==> config.mk <==
export PLATFORM = sky130hd
export DESIGN_NAME = ife_core_scheduler
export DESIGN_NICKNAME = d
export VERILOG_FILES = /design/src/rtl/ife_pkg.sv /design/src/rtl/ife_rr_pair_picker.sv /design/src/rtl/ife_core_scheduler.sv
export SDC_FILE = /design/constraint.sdc
export NUM_CORES = 1
export LEC_CHECK = 0
export CORE_ASPECT_RATIO = 1.5
export CORE_MARGIN = 2
export CORE_UTILIZATION = 45
export DETAILED_ROUTE_END_ITERATION = 10
export MAX_ROUTING_LAYER = met4
export PLACE_DENSITY = 0.77
export SLEW_MARGIN = 25
export SYNTH_ARGS = -nofsm -noshare
export SYNTH_HDL_FRONTEND = slang
export SYNTH_SLANG_ARGS = --single-unit
==> constraint.sdc <==
create_clock -name clk -period 3.3 [get_ports clk]
set_input_delay 0.33 -clock clk [delete_from_list [all_inputs] [get_ports clk]]
set_output_delay 0.33 -clock clk [all_outputs]
set_load 0.05 [all_outputs]
==> src/rtl/ife_pkg.sv <==
// Shared types and default widths for the IFE redundant-execution scheduler slice.
package ife_pkg;

   typedef enum logic [2:0] {
      IDLE,
      ALLOC,
      START,
      RUN,
      COMMIT,
      ABORT,
      SERIAL
   } sched_state_e;

   localparam int DEF_BLOCK_ID_WIDTH = 8;
   localparam int DEF_NUM_CORES      = 4;
   localparam int DEF_TIMEOUT        = 256;
   localparam int DEF_CNT_WIDTH      = 16;

endpackage

==> src/rtl/ife_rr_pair_picker.sv <==
// Combinational round-robin picker: finds the first two idle cores cyclically from rr_ptr.
module ife_rr_pair_picker #(
   parameter  int NUM_CORES = 4,
   localparam int IDX_W     = (NUM_CORES > 1) ? $clog2(NUM_CORES) : 1
) (
   input  logic [NUM_CORES-1:0] idle_mask,
   input  logic [IDX_W-1:0]     rr_ptr,
   output logic                 pair_found,
   output logic [IDX_W-1:0]     idx_a,
   output logic [IDX_W-1:0]     idx_b
);

   if (NUM_CORES < 2) begin : g_bad_cores
      $error("ife_rr_pair_picker: NUM_CORES must be >= 2");
   end

   logic [2*NUM_CORES-1:0] rotated;
   logic                   found_a;
   logic                   found_b;
   int                     a_int;
   int                     b_int;

   // Rotating the doubled mask puts rr_ptr at bit 0, so the first two set
   // bits in the low half are A and B in cyclic order.
   always_comb begin
      rotated = {idle_mask, idle_mask} >> rr_ptr;
      found_a = 1'b0;
      found_b = 1'b0;
      a_int   = 0;
      b_int   = 0;
      for (int k = 0; k < NUM_CORES; k++) begin
         if (rotated[k]) begin
            if (!found_a) begin
               found_a = 1'b1;
               a_int   = (int'(rr_ptr) + k) % NUM_CORES;
            end else if (!found_b) begin
               found_b = 1'b1;
               b_int   = (int'(rr_ptr) + k) % NUM_CORES;
            end
         end
      end
   end

   assign pair_found = found_a && found_b;
   assign idx_a      = IDX_W'(a_int);
   assign idx_b      = IDX_W'(b_int);

endmodule

==> src/rtl/ife_core_scheduler.sv <==
// Runs one dispatched block on a round-robin pair of cores, then routes it to commit
// or to serial re-execution on mismatch/timeout.
module ife_core_scheduler
   import ife_pkg::*;
#(
   parameter  int BLOCK_ID_WIDTH = DEF_BLOCK_ID_WIDTH,
   parameter  int NUM_CORES      = DEF_NUM_CORES,
   parameter  int TIMEOUT        = DEF_TIMEOUT,
   parameter  int CNT_WIDTH      = DEF_CNT_WIDTH,
   localparam int IDX_W          = (NUM_CORES > 1) ? $clog2(NUM_CORES) : 1,
   localparam int TMR_W          = (TIMEOUT > 1) ? $clog2(TIMEOUT) : 1
) (
   input  logic                      clk,
   input  logic                      rst,
   input  logic                      req_valid,
   output logic                      req_ready,
   input  logic [BLOCK_ID_WIDTH-1:0] req_block_id,
   input  logic [NUM_CORES-1:0]      core_idle_mask,
   output logic [NUM_CORES-1:0]      core_start,
   output logic [NUM_CORES-1:0]      core_abort,
   output logic [BLOCK_ID_WIDTH-1:0] core_block_id,
   input  logic [NUM_CORES-1:0]      core_done,
   output logic                      commit_valid,
   output logic [BLOCK_ID_WIDTH-1:0] commit_block_id,
   input  logic                      commit_ok,
   input  logic                      commit_fail,
   output logic                      serial_valid,
   output logic [BLOCK_ID_WIDTH-1:0] serial_block_id,
   input  logic                      serial_ready,
   output logic                      busy,
   output logic [CNT_WIDTH-1:0]      cnt_ok,
   output logic [CNT_WIDTH-1:0]      cnt_fail,
   output logic [CNT_WIDTH-1:0]      cnt_timeout
);

   if (NUM_CORES < 2 || TIMEOUT < 2) begin : g_bad_params
      $error("ife_core_scheduler: NUM_CORES and TIMEOUT must both be >= 2");
   end

   localparam logic [TMR_W-1:0] TIMER_LAST = TMR_W'(TIMEOUT - 1);
   localparam logic [IDX_W-1:0] LAST_CORE  = IDX_W'(NUM_CORES - 1);

   sched_state_e              state;
   logic [IDX_W-1:0]          rr_ptr;
   logic [NUM_CORES-1:0]      pair_mask;
   logic [NUM_CORES-1:0]      done_seen;
   logic [NUM_CORES-1:0]      done_now;
   logic [TMR_W-1:0]          timer;
   logic [BLOCK_ID_WIDTH-1:0] blk_id;
   logic                      ready_q;
   logic                      pair_found;
   logic [IDX_W-1:0]          idx_a;
   logic [IDX_W-1:0]          idx_b;

   ife_rr_pair_picker #(.NUM_CORES(NUM_CORES)) u_picker (
      .idle_mask  (core_idle_mask),
      .rr_ptr     (rr_ptr),
      .pair_found (pair_found),
      .idx_a      (idx_a),
      .idx_b      (idx_b)
   );

   assign done_now = done_seen | (core_done & pair_mask);

   // ready_q is separate from state so req_ready stays low while reset is held
   // and only rises on the first clock after release.
   always_ff @(posedge clk or posedge rst) begin
      if (rst) begin
         state       <= IDLE;
         rr_ptr      <= '0;
         pair_mask   <= '0;
         done_seen   <= '0;
         timer       <= '0;
         blk_id      <= '0;
         ready_q     <= 1'b0;
         cnt_ok      <= '0;
         cnt_fail    <= '0;
         cnt_timeout <= '0;
      end else begin
         case (state)
            IDLE: begin
               ready_q <= 1'b1;
               if (req_valid && ready_q) begin
                  blk_id  <= req_block_id;
                  ready_q <= 1'b0;
                  state   <= ALLOC;
               end
            end
            ALLOC: begin
               if (pair_found) begin
                  pair_mask <= (NUM_CORES'(1) << idx_a) | (NUM_CORES'(1) << idx_b);
                  rr_ptr    <= (idx_b == LAST_CORE) ? '0 : idx_b + 1'b1;
                  state     <= START;
               end
            end
            START: begin
               done_seen <= '0;
               timer     <= '0;
               state     <= RUN;
            end
            RUN: begin
               done_seen <= done_now;
               if (done_now == pair_mask) begin
                  state <= COMMIT;
               end else if (timer == TIMER_LAST) begin
                  state <= ABORT;
               end else begin
                  timer <= timer + 1'b1;
               end
            end
            COMMIT: begin
               if (commit_fail) begin
                  if (cnt_fail != '1) cnt_fail <= cnt_fail + 1'b1;
                  state <= SERIAL;
               end else if (commit_ok) begin
                  if (cnt_ok != '1) cnt_ok <= cnt_ok + 1'b1;
                  ready_q <= 1'b1;
                  state   <= IDLE;
               end
            end
            ABORT: begin
               if (cnt_timeout != '1) cnt_timeout <= cnt_timeout + 1'b1;
               state <= SERIAL;
            end
            SERIAL: begin
               if (serial_ready) begin
                  ready_q <= 1'b1;
                  state   <= IDLE;
               end
            end
            default: state <= IDLE;
         endcase
      end
   end

   assign req_ready       = ready_q;
   assign busy            = (state != IDLE);
   assign core_start      = (state == START)  ? pair_mask : '0;
   assign core_block_id   = (state == START)  ? blk_id    : '0;
   assign core_abort      = (state == ABORT)  ? pair_mask : '0;
   assign commit_valid    = (state == COMMIT);
   assign commit_block_id = (state == COMMIT) ? blk_id    : '0;
   assign serial_valid    = (state == SERIAL);
   assign serial_block_id = (state == SERIAL) ? blk_id    : '0;

endmodule
==> flow_summary.toml <==
[status]
run_status = "finished, final reports clean"

[timing]
timing.clock.skew_ns = 0.008128
finalSetupViolCount = 0
max_slew.worst_pin.slew_ns = 0.7889
fin_hold_ws_ns = 0.4724
final.period_utilization_pct = 87.21
timing_hold_violations_final = 0
rsz0062_at_grt = "no"
period_needed_ns = 2.878
setup_total_neg_slack_ns = 0
achievable-frequency_ghz = 0.3475
timing_max_transition_violations_final = 0
timing.max_slew.rel_slack_pct = 47.33

[routing]
avgRoutedWirePerCell_um = 16.13
dr_total_vias = 4103
drt_wl_total_um = 11990
detailedRoute.firstPassIterationCount = 4
first_iter_violations = 206
post-route-drc-count = 0
ant_nets = 0
viasPerCell = 5.522

[yosys]
synthesis.yosys.warnings = 0
synth_top_cell_by_area = "dfrtp_1"
postSynthRegisterBits = 78
post-synth-top-count-cell = "dfrtp_1"
synth.net_count = 527
ys_seq_area_share_pct = 41.30
synth.cell_area_sq_mm = 0.004726
yosysTopAreaCellShare_pct = 41.30
netlist_top_cells_area = "dfrtp_1 41%, xnor2_1 4.3%, and2_1 4.0%"
postSynthAreaPerCell_sq_um = 9.547
yosys_most_used_dff = "dfrtp_1"
most_frequent_cells_after_synthesis = "78 x dfrtp_1, 40 x nor2_1, 36 x nand2_1"
netlist_instances = 495
synthArstFlopShare_pct = 100.0
ys_types = 68
synth_enable_flop_cells = 0

[grt]
globalRouteTotalUtil_pct = 22.32
pin_count_of_the_biggest_net_entering_global_routing = 44
grt_pass1_wl_um = 19510
gr-total-overflow = 0
grt_pass1_vias = 3994
antenna_found_initial = 0

[cts]
cts_max_path_bufs = 2
tritoncts = "done"
ctsResizeCount = 0
worst_setup_hold_path_clk_slew_ns = 0.06
clkLatencyLatePin_ns = 0.33
numClockSinks = 78
cts_hold_buffers = 0
post-cts-setup-buffers = 0
cts_buffers = 9
cts_htree_levels = 3
clockRootBuffer = "clkbuf_16"

[setup_path]
path_class = "reg2out"
timing.critical_path.arrival_ns = 2.55
cp-end-kind = "primary output"
timing.critical_path.required_ns = 2.97
start_kind = "flip-flop"
path_max_fanout = 16

[floorplanning]
floorplan.die.height_um = 129.5
die_x_um = 87.67
start_util_pct = 46.37
area_of_the_die_sq_mm = 0.01135
placement_rows = 45
io_pins = 106
core_sq_mm = 0.01019

[power]
power.ir.vdd_worst_mv = 0.3361
cellLeakagePower_nw = 2.721
pwr_density_cell_mw_per_mm2 = 779.4

[placed_design]
gp_congestion = 0.8637
port_buffers = 105
detailed_place_hpwl_um = 8812

[cells_and_area]
multi_input_logic_area_sq_mm = 0.002590
number_of_diodes_added_for_antenna_fixing = 0
area_growth_pct = 33.20
nets = 629
fillCellCount = 872
seq_area_sq_mm = 0.001952
drive_above_1_share_pct = 9.967

[worst_hold_path]
timing.hold.worst.class = "in2async"

[job]
max_cap_violations = 0
==> critical path: stages (launching register included) <==
cell	delay, ns
dfrtp_1	0.53
nand2b_1	0.28
nor2_1	0.17
buf_4	0.26
and2_1	0.16
clkdlybuf4s50_1	0.82
==> metal layers <==
layer	wire (um)	vias to the layer above	global-route usage (%)
met1	4840	2024	25.77
met3	438	11	3.248
met2	6533	114	39.26
met5	0	-	-
met4	175	0	7.330
li1	-	1954	-
==> worst paths after layout <==
| path | startpoint | endpoint | slack (ns) | cells after the start |
|---|---|---|---|---|
| worst max-delay path | state[2] | core_block_id[0] | 0.42 | 5 |
| worst min-delay path | rst | cnt_timeout[10] | 0.47 | 2 |
| worst max register to register | rr_ptr[0] | pair_mask[2] | 0.54 | 10 |
| worst min register to register | timer[7] | timer[7] | 0.47 | 1 |
| max in group asynchronous | rst | done_seen[2] | 2.14 | 3 |
| min in group clk | timer[7] | timer[7] | 0.47 | 1 |
==> placed cells by master, fill, tap and decap left out, drive strengths merged, types with 16 or more instances in the layout <==
| cell | instances |
|---|---|
| nor2 | 42 |
| xor2 | 18 |
| nand3 | 23 |
| and2 | 30 |
| and3 | 16 |
| dfrtp | 78 |
| clkdlybuf4s50 | 103 |
| xnor2 | 23 |
| nand2 | 36 |
==> final cells by class <==
| cell class | count | area share (%) |
|---|---|---|
| timing repair buffer | 118 | 18.37 |
| clock inverter | 6 | 2.226 |
| multi-input combinational | 379 | 41.14 |
| clock buffer | 10 | 3.796 |
| sequential | 78 | 31.01 |
| tap | 141 | 2.803 |
| inverter | 11 | 0.6559 |
==> cells by family after synthesis <==
group / Yosys count / share of synthesized area, %
buf+inv: 38 / 3.892
flops: 78 / 41.30
mux: 26 / 6.169
xor+xnor: 41 / 7.599
compound gates: 76 / 11.86
simple gates: 224 / 26.11
fa+ha+maj: 12 / 3.071
==> per-stage QoR <==
step | cells | setup WS [ns] | instance area [sq um] | util [%] | total power [mW]
final | 743 | 0.4221 | 6295 | 61.77 | 4.906
after global routing | 743 | 0.2918 | 6295 | 61.77 | 5.188
after global placement | 727 | 0.4149 | 5916 | 58.05 | 3.628
after floorplan | 495 | 0.7426 | 4726 | - | 3.010
after CTS | 743 | 0.4006 | 6295 | 61.77 | 4.939
after detailed placement | 727 | 0.3717 | 5916 | 58.05 | 3.677
==> power breakdown <==
part / total (mW) / leakage (nW) / internal, mW / switching, mW
combinational: 2.17 / 1.52 / 0.862 / 1.31
clock: 1.24 / 0.185 / 0.844 / 0.397
sequential: 1.49 / 1.01 / 1.17 / 0.325
==> sequential cells by signal, indices dropped and copies added (netlist names) <==
signal / count
blk_id: 8
cnt_fail: 16
cnt_ok: 16
cnt_timeout: 16
done_seen: 4
pair_mask: 4
req_ready: 1
rr_ptr: 2
state: 3
timer: 8
(Power assumes the default switching activity.)
